$ cat config.mk
export PLATFORM = sky130hd
export DESIGN_NAME = alu_operand_loader
export DESIGN_NICKNAME = d
export VERILOG_FILES = /design/src/rtl/alu_operand_loader_pkg.sv /design/src/rtl/alu_operand_loader_btn_debounce.sv /design/src/rtl/alu_operand_loader.sv
export SDC_FILE = /design/constraint.sdc
export NUM_CORES = 1
export LEC_CHECK = 0
export ABC_CLOCK_PERIOD_IN_PS = 3500
export CAP_MARGIN = 10
export CORE_MARGIN = 10
export CORE_UTILIZATION = 50
export DETAILED_ROUTE_END_ITERATION = 10
export GPL_TIMING_DRIVEN = 0
export PLACE_DENSITY = 0.82
export SLEW_MARGIN = 15
export SYNTH_ARGS = -nofsm -noshare
export SYNTH_HDL_FRONTEND = slang
export SYNTH_SLANG_ARGS = --single-unit
export TNS_END_PERCENT = 5
$ cat constraint.sdc
create_clock -name i_clk -period 3.5 [get_ports i_clk]
set_clock_uncertainty 0.1 [all_clocks]
set_input_delay 0.875 -clock i_clk [delete_from_list [all_inputs] [get_ports i_clk]]
set_output_delay 0.875 -clock i_clk [all_outputs]
set_load 0.03 [all_outputs]
$ cat src/rtl/alu_operand_loader_pkg.sv
// Shared definitions for the ALU operand loader: the ALU opcode values,
// the FSM state encoding and the state width.
package alu_operand_loader_pkg;

  localparam int NB_STATE = 3;

  localparam logic [5:0] OP_ADD = 6'b100000;
  localparam logic [5:0] OP_SUB = 6'b100010;
  localparam logic [5:0] OP_AND = 6'b100100;
  localparam logic [5:0] OP_OR  = 6'b100101;
  localparam logic [5:0] OP_XOR = 6'b100110;
  localparam logic [5:0] OP_SRA = 6'b000011;
  localparam logic [5:0] OP_SRL = 6'b000010;
  localparam logic [5:0] OP_NOR = 6'b100111;

  typedef enum logic [NB_STATE-1:0] {
    S_OP1  = 3'd0,
    S_OP2  = 3'd1,
    S_OPC  = 3'd2,
    S_EXEC = 3'd3,
    S_SHOW = 3'd4
  } state_e;

endpackage

$ cat src/rtl/alu_operand_loader_btn_debounce.sv
// Button front end: 2-flop synchronizer, level debouncer and a one-cycle
// pulse on every accepted release->press transition.
module btn_debounce #(
  parameter int DB_CYCLES = 4,
  parameter int NB_DB     = 3
) (
  input  logic i_clk,
  input  logic i_rst_n,
  input  logic i_btn,
  output logic o_pulse
);

  localparam logic [NB_DB-1:0] CNT_LAST = NB_DB'(DB_CYCLES - 1);

  logic [1:0]       sync_q, sync_d;
  logic             level_q, level_d;
  logic             pulse_q, pulse_d;
  logic [NB_DB-1:0] cnt_q, cnt_d;

  // NOTE: every signal assigned in always_comb gets a default first, so no
  // path can leave it unassigned and infer a latch.
  always_comb begin
    sync_d  = {sync_q[0], i_btn};
    level_d = level_q;
    pulse_d = 1'b0;
    cnt_d   = '0;
    if (sync_q[1] != level_q) begin
      if (cnt_q == CNT_LAST) begin
        level_d = sync_q[1];
        pulse_d = sync_q[1];
      end else begin
        cnt_d = cnt_q + 1'b1;
      end
    end
  end

  // NOTE: state flops use non-blocking assignments so all registers update
  // together from the values they held before the edge.
  always_ff @(posedge i_clk) begin
    if (!i_rst_n) begin
      sync_q  <= '0;
      level_q <= 1'b0;
      pulse_q <= 1'b0;
      cnt_q   <= '0;
    end else begin
      sync_q  <= sync_d;
      level_q <= level_d;
      pulse_q <= pulse_d;
      cnt_q   <= cnt_d;
    end
  end

  assign o_pulse = pulse_q;

endmodule

$ cat src/rtl/alu_operand_loader.sv
// Switch/button front end for the ALU: loads op1, op2 and opcode in order,
// then registers the ALU result and carry for display.
module alu_operand_loader
  import alu_operand_loader_pkg::*;
#(
  parameter int NB_DATA   = 8,
  parameter int NB_OPCODE = 6,
  parameter int DB_CYCLES = 4,
  parameter int NB_DB     = 3
) (
  input  logic                 i_clk,
  input  logic                 i_rst_n,
  input  logic [NB_DATA-1:0]   i_sw,
  input  logic                 i_btn_op1,
  input  logic                 i_btn_op2,
  input  logic                 i_btn_opcode,
  input  logic [NB_DATA-1:0]   i_alu_result,
  input  logic                 i_alu_carry,
  output logic [NB_DATA-1:0]   o_op_1,
  output logic [NB_DATA-1:0]   o_op_2,
  output logic [NB_OPCODE-1:0] o_opcode,
  output logic [NB_DATA-1:0]   o_result,
  output logic                 o_carry,
  output logic                 o_valid,
  output logic [NB_STATE-1:0]  o_state
);

  logic pulse_op1, pulse_op2, pulse_opc;

  btn_debounce #(.DB_CYCLES(DB_CYCLES), .NB_DB(NB_DB)) u_db_op1 (
    .i_clk(i_clk), .i_rst_n(i_rst_n), .i_btn(i_btn_op1), .o_pulse(pulse_op1)
  );
  btn_debounce #(.DB_CYCLES(DB_CYCLES), .NB_DB(NB_DB)) u_db_op2 (
    .i_clk(i_clk), .i_rst_n(i_rst_n), .i_btn(i_btn_op2), .o_pulse(pulse_op2)
  );
  btn_debounce #(.DB_CYCLES(DB_CYCLES), .NB_DB(NB_DB)) u_db_opc (
    .i_clk(i_clk), .i_rst_n(i_rst_n), .i_btn(i_btn_opcode), .o_pulse(pulse_opc)
  );

  state_e                 state_q, state_d;
  logic [NB_DATA-1:0]     op1_q, op1_d;
  logic [NB_DATA-1:0]     op2_q, op2_d;
  logic [NB_OPCODE-1:0]   opcode_q, opcode_d;
  logic [NB_DATA-1:0]     result_q, result_d;
  logic                   carry_q, carry_d;
  logic                   valid_q, valid_d;

  // Each state listens only to its own button; other pulses are dropped.
  always_comb begin
    state_d  = state_q;
    op1_d    = op1_q;
    op2_d    = op2_q;
    opcode_d = opcode_q;
    result_d = result_q;
    carry_d  = carry_q;
    valid_d  = valid_q;
    case (state_q)
      S_OP1: if (pulse_op1) begin
        op1_d   = i_sw;
        state_d = S_OP2;
      end
      S_OP2: if (pulse_op2) begin
        op2_d   = i_sw;
        state_d = S_OPC;
      end
      S_OPC: if (pulse_opc) begin
        opcode_d = i_sw[NB_OPCODE-1:0];
        state_d  = S_EXEC;
      end
      S_EXEC: begin
        result_d = i_alu_result;
        carry_d  = i_alu_carry;
        valid_d  = 1'b1;
        state_d  = S_SHOW;
      end
      S_SHOW: if (pulse_op1) begin
        op1_d   = i_sw;
        valid_d = 1'b0;
        state_d = S_OP2;
      end
      default: state_d = S_OP1;
    endcase
  end

  always_ff @(posedge i_clk) begin
    if (!i_rst_n) begin
      state_q  <= S_OP1;
      op1_q    <= '0;
      op2_q    <= '0;
      opcode_q <= '0;
      result_q <= '0;
      carry_q  <= 1'b0;
      valid_q  <= 1'b0;
    end else begin
      state_q  <= state_d;
      op1_q    <= op1_d;
      op2_q    <= op2_d;
      opcode_q <= opcode_d;
      result_q <= result_d;
      carry_q  <= carry_d;
      valid_q  <= valid_d;
    end
  end

  assign o_op_1   = op1_q;
  assign o_op_2   = op2_q;
  assign o_opcode = opcode_q;
  assign o_result = result_q;
  assign o_carry  = carry_q;
  assign o_valid  = valid_q;
  assign o_state  = state_q;

endmodule
==> qor.txt <==
Status - finished clean
Routed len/inst - 14.6 um
Worst path max stage delay - 0.75 ns
Tightest Hold Check Type - register to register
Initial antenna violation count - 0
Pwr dens - 411 nW/um^2
Iter 0 DRT Violations - 60
PortBufs - 55
Die X - 83.3 um
Met1 Track Usage GR - 0.147
CTS Hold Bufs - 0
Final WL - 4.46 mm
Core box area - 3770 um^2
Post-Syn Area - 2000 um^2
Post-CTS sizing - 0
Share of layout cells above drive strength 1 - 0.0623
Starting Density - 0.531
Yosys warns - 0
Fillcell total - 291
Drt pass-1 iters - 4
Post-DRT Antenna Nets - 0
RSZ-0062 raised after global routing - false
Family with the most delay on the worst path - buffers and inverters
Fin crit period - 2.50 ns
Crit. End Element - output pin
Yosys cell types - 28
Syn_area_per_cell - 10.3 um^2
Met2 usage - 0.207
Clock sink count - 56
Row count - 22
Synth Register Bits - 56
Setup Viol. Count Final - 0
Worst path slowest cell - clkdlybuf4s50_1
Grt met3 use - 0.0771
HPWL after detailed placement - 3.33 mm
Final period utilization - 0.715
Max-Cap Viols - 0
Clock buffer depth - 2
CP required - 2.52 ns
Final Max Tran Viols - 0
Detail-routed via count per cell - 5.00
CP Class - register to output pin
Area grow syn2layout - 36.6%
Vias - 1,525
Die area - 6930 um^2
TritonCTS clock tree - built
CP Max Fanout - 9
H-tree depth - 2
Root buf cell - clkbuf_8
Max Clock Freq - 0.399 GHz
Max transition margin - 0.694
Worst EP arrival - 1.53 ns
Final Hold Viols - 0
Hold path start - u_db_op2.cnt_q[0]
Fin cells - 305
First-pass GRT wire length - 7.76 mm
Clock transition at path regs - 0.10 ns
Post-Place Setup Slack - 1.33 ns
Seq/Total Area, Yosys - 0.560
CP startpoint - o_state[1]
Remaining DRCs - 0
VDD IR max - 0.313 mV
Total GRT Usage - 0.132
Mapped Cells - 194
Vias in the first global route - 1,622
Num ports - 57
Worst setup margin - 0.997 ns
Slew @ Worst Pin - 0.459 ns
Critical-path cell list - clkdlybuf4s50_1
Total CTS buffers - 5
ANT cells - 0
Startpoint types - register
Final-stage net count - 284
Die H - 83.3 um
GRT Max-Usage Layer - met2
Clk Latency, worst-skew pair - 0.31 ns
Worst Path Buf+Inv - 1
Placed insts - 297
Worst reg2reg startpoint - u_db_op1.cnt_q[0]
Synthesized Nets - 222
Leakage - 1.07 nW
Setup tns final - 0 ns
Remaining Overflow, GRT - 0
Final estimated routing congestion in global placement - 0.788
Post-CTS setup buffers - 0
Largest net degree at the start of global routing - 18
-- layout make-up --
class                           count  area, um^2  area share
Sequential cell                    56        1120       0.410
Clock buffer                        6        82.6      0.0302
Inverter                            8        30.0      0.0110
Timing Repair Buffer               55         551       0.201
Multi-Input combinational cell    119         791       0.289
Buffer                             11        60.1      0.0220
Clock inverter                      2        38.8      0.0142
Tap cell                           48        60.1      0.0220
-- cells in the final DEF, fill, tap and decap left out, drive strengths merged, types with 2 or more instances in the layout --
| cell type | netlist | layout |
|---|---|---|
| dfxtp | 56 | 56 |
| clkdlybuf4s50 | 0 | 55 |
| nor2 | 36 | 36 |
| mux2i | 27 | 27 |
| clkbuf | 6 | 12 |
| nand2 | 8 | 8 |
| nand3 | 8 | 8 |
| o21ai | 8 | 8 |
| inv | 8 | 8 |
| and2 | 6 | 6 |
| ha | 6 | 6 |
| buf | 5 | 5 |
| xnor2 | 3 | 3 |
| or3 | 3 | 3 |
| and4b | 3 | 3 |
| nor3 | 2 | 2 |
-- worst paths after layout --
| kind | end | slack (ns) | depth (start not counted) |
|---|---|---|---|
| setup / recovery | o_state[1] | 1.0 | 1 |
| hold / removal | u_db_op2.cnt_q[0] | 0.33 | 1 |
| setup reg to reg | u_db_op1.cnt_q[0] | 2.04 | 4 |
| hold reg to reg | u_db_op2.cnt_q[0] | 0.33 | 1 |
-- through the flow --
stage,total power [mW],hold slack (ns),cell area [um^2],utilization
after detailed placement,0.704,0.317,2610,0.693
after global routing,1.16,0.354,2730,0.725
final,1.12,0.327,2730,0.725
after global placement,0.703,0.307,2610,0.693
after CTS,1.13,0.331,2730,0.725
after floorplan,0.673,0.299,2000,-
-- metal layers --
metal,wire length [um],vias to the layer above
li1,-,769
met1,1950,698
met2,1950,53
met3,511,5
met4,43,0
met5,0,-
-- cells in the mapped netlist --
master | count | share of area
or3_1 | 3 | 0.0094
nor3_1 | 2 | 0.0050
a21oi_1 | 1 | 0.0025
nand4bb_1 | 1 | 0.0056
and4b_1 | 3 | 0.015
mux2i_1 | 27 | 0.14
clkbuf_1 | 5 | 0.0094
or4b_1 | 1 | 0.0050
buf_2 | 2 | 0.0050
o21ai_0 | 8 | 0.020
buf_4 | 2 | 0.0075
inv_1 | 7 | 0.013
nor3b_1 | 1 | 0.0038
clkbuf_2 | 1 | 0.0025
xnor2_1 | 3 | 0.013
a221oi_1 | 1 | 0.0044
and4bb_2 | 1 | 0.0062
and2_1 | 6 | 0.019
inv_2 | 1 | 0.0019
dfxtp_1 | 56 | 0.56
nor2_1 | 36 | 0.068
nor2b_1 | 1 | 0.0031
nand3b_1 | 1 | 0.0038
nor4b_1 | 1 | 0.0044
ha_1 | 6 | 0.037
buf_6 | 1 | 0.0056
nand2_1 | 8 | 0.015
nand3_1 | 8 | 0.020
-- report_power, final --
part | switching, mW | internal, mW | leakage [nW]
sequential | 0.00203 | 0.641 | 0.452
clock | 0.201 | 0.234 | 0.0614
combinational | 0.0192 | 0.0261 | 0.556
-- state kept, by name, summed over array words and instances (netlist names) --
name              flops
u_db_op1.sync_q       2
u_db_opc.o_pulse      1
u_db_opc.cnt_q        3
u_db_op1.level_q      1
u_db_op1.cnt_q        3
o_carry               1
u_db_op2.level_q      1
u_db_opc.sync_q       2
u_db_op2.sync_q       2
o_result              8
u_db_op2.cnt_q        3
u_db_opc.level_q      1
o_valid               1
u_db_op2.o_pulse      1
o_op_1                8
u_db_op1.o_pulse      1
o_op_2                8
o_opcode              6
o_state               3
-- cells by family (layout without fill, tap and decap cells) --
family / Yosys count / after routing / share of synthesized area
XOR/XNOR: 3 / 3 / 0.0131
buffers and inverters: 19 / 82 / 0.0450
adder cells (fa/ha/maj): 6 / 6 / 0.0375
flip-flops: 56 / 56 / 0.560
AND/OR/NAND/NOR: 73 / 73 / 0.183
multiplexers: 27 / 27 / 0.135
AO/OA/AOI/OAI: 10 / 10 / 0.0269
Note: power is estimated with default switching activity, not from simulation.
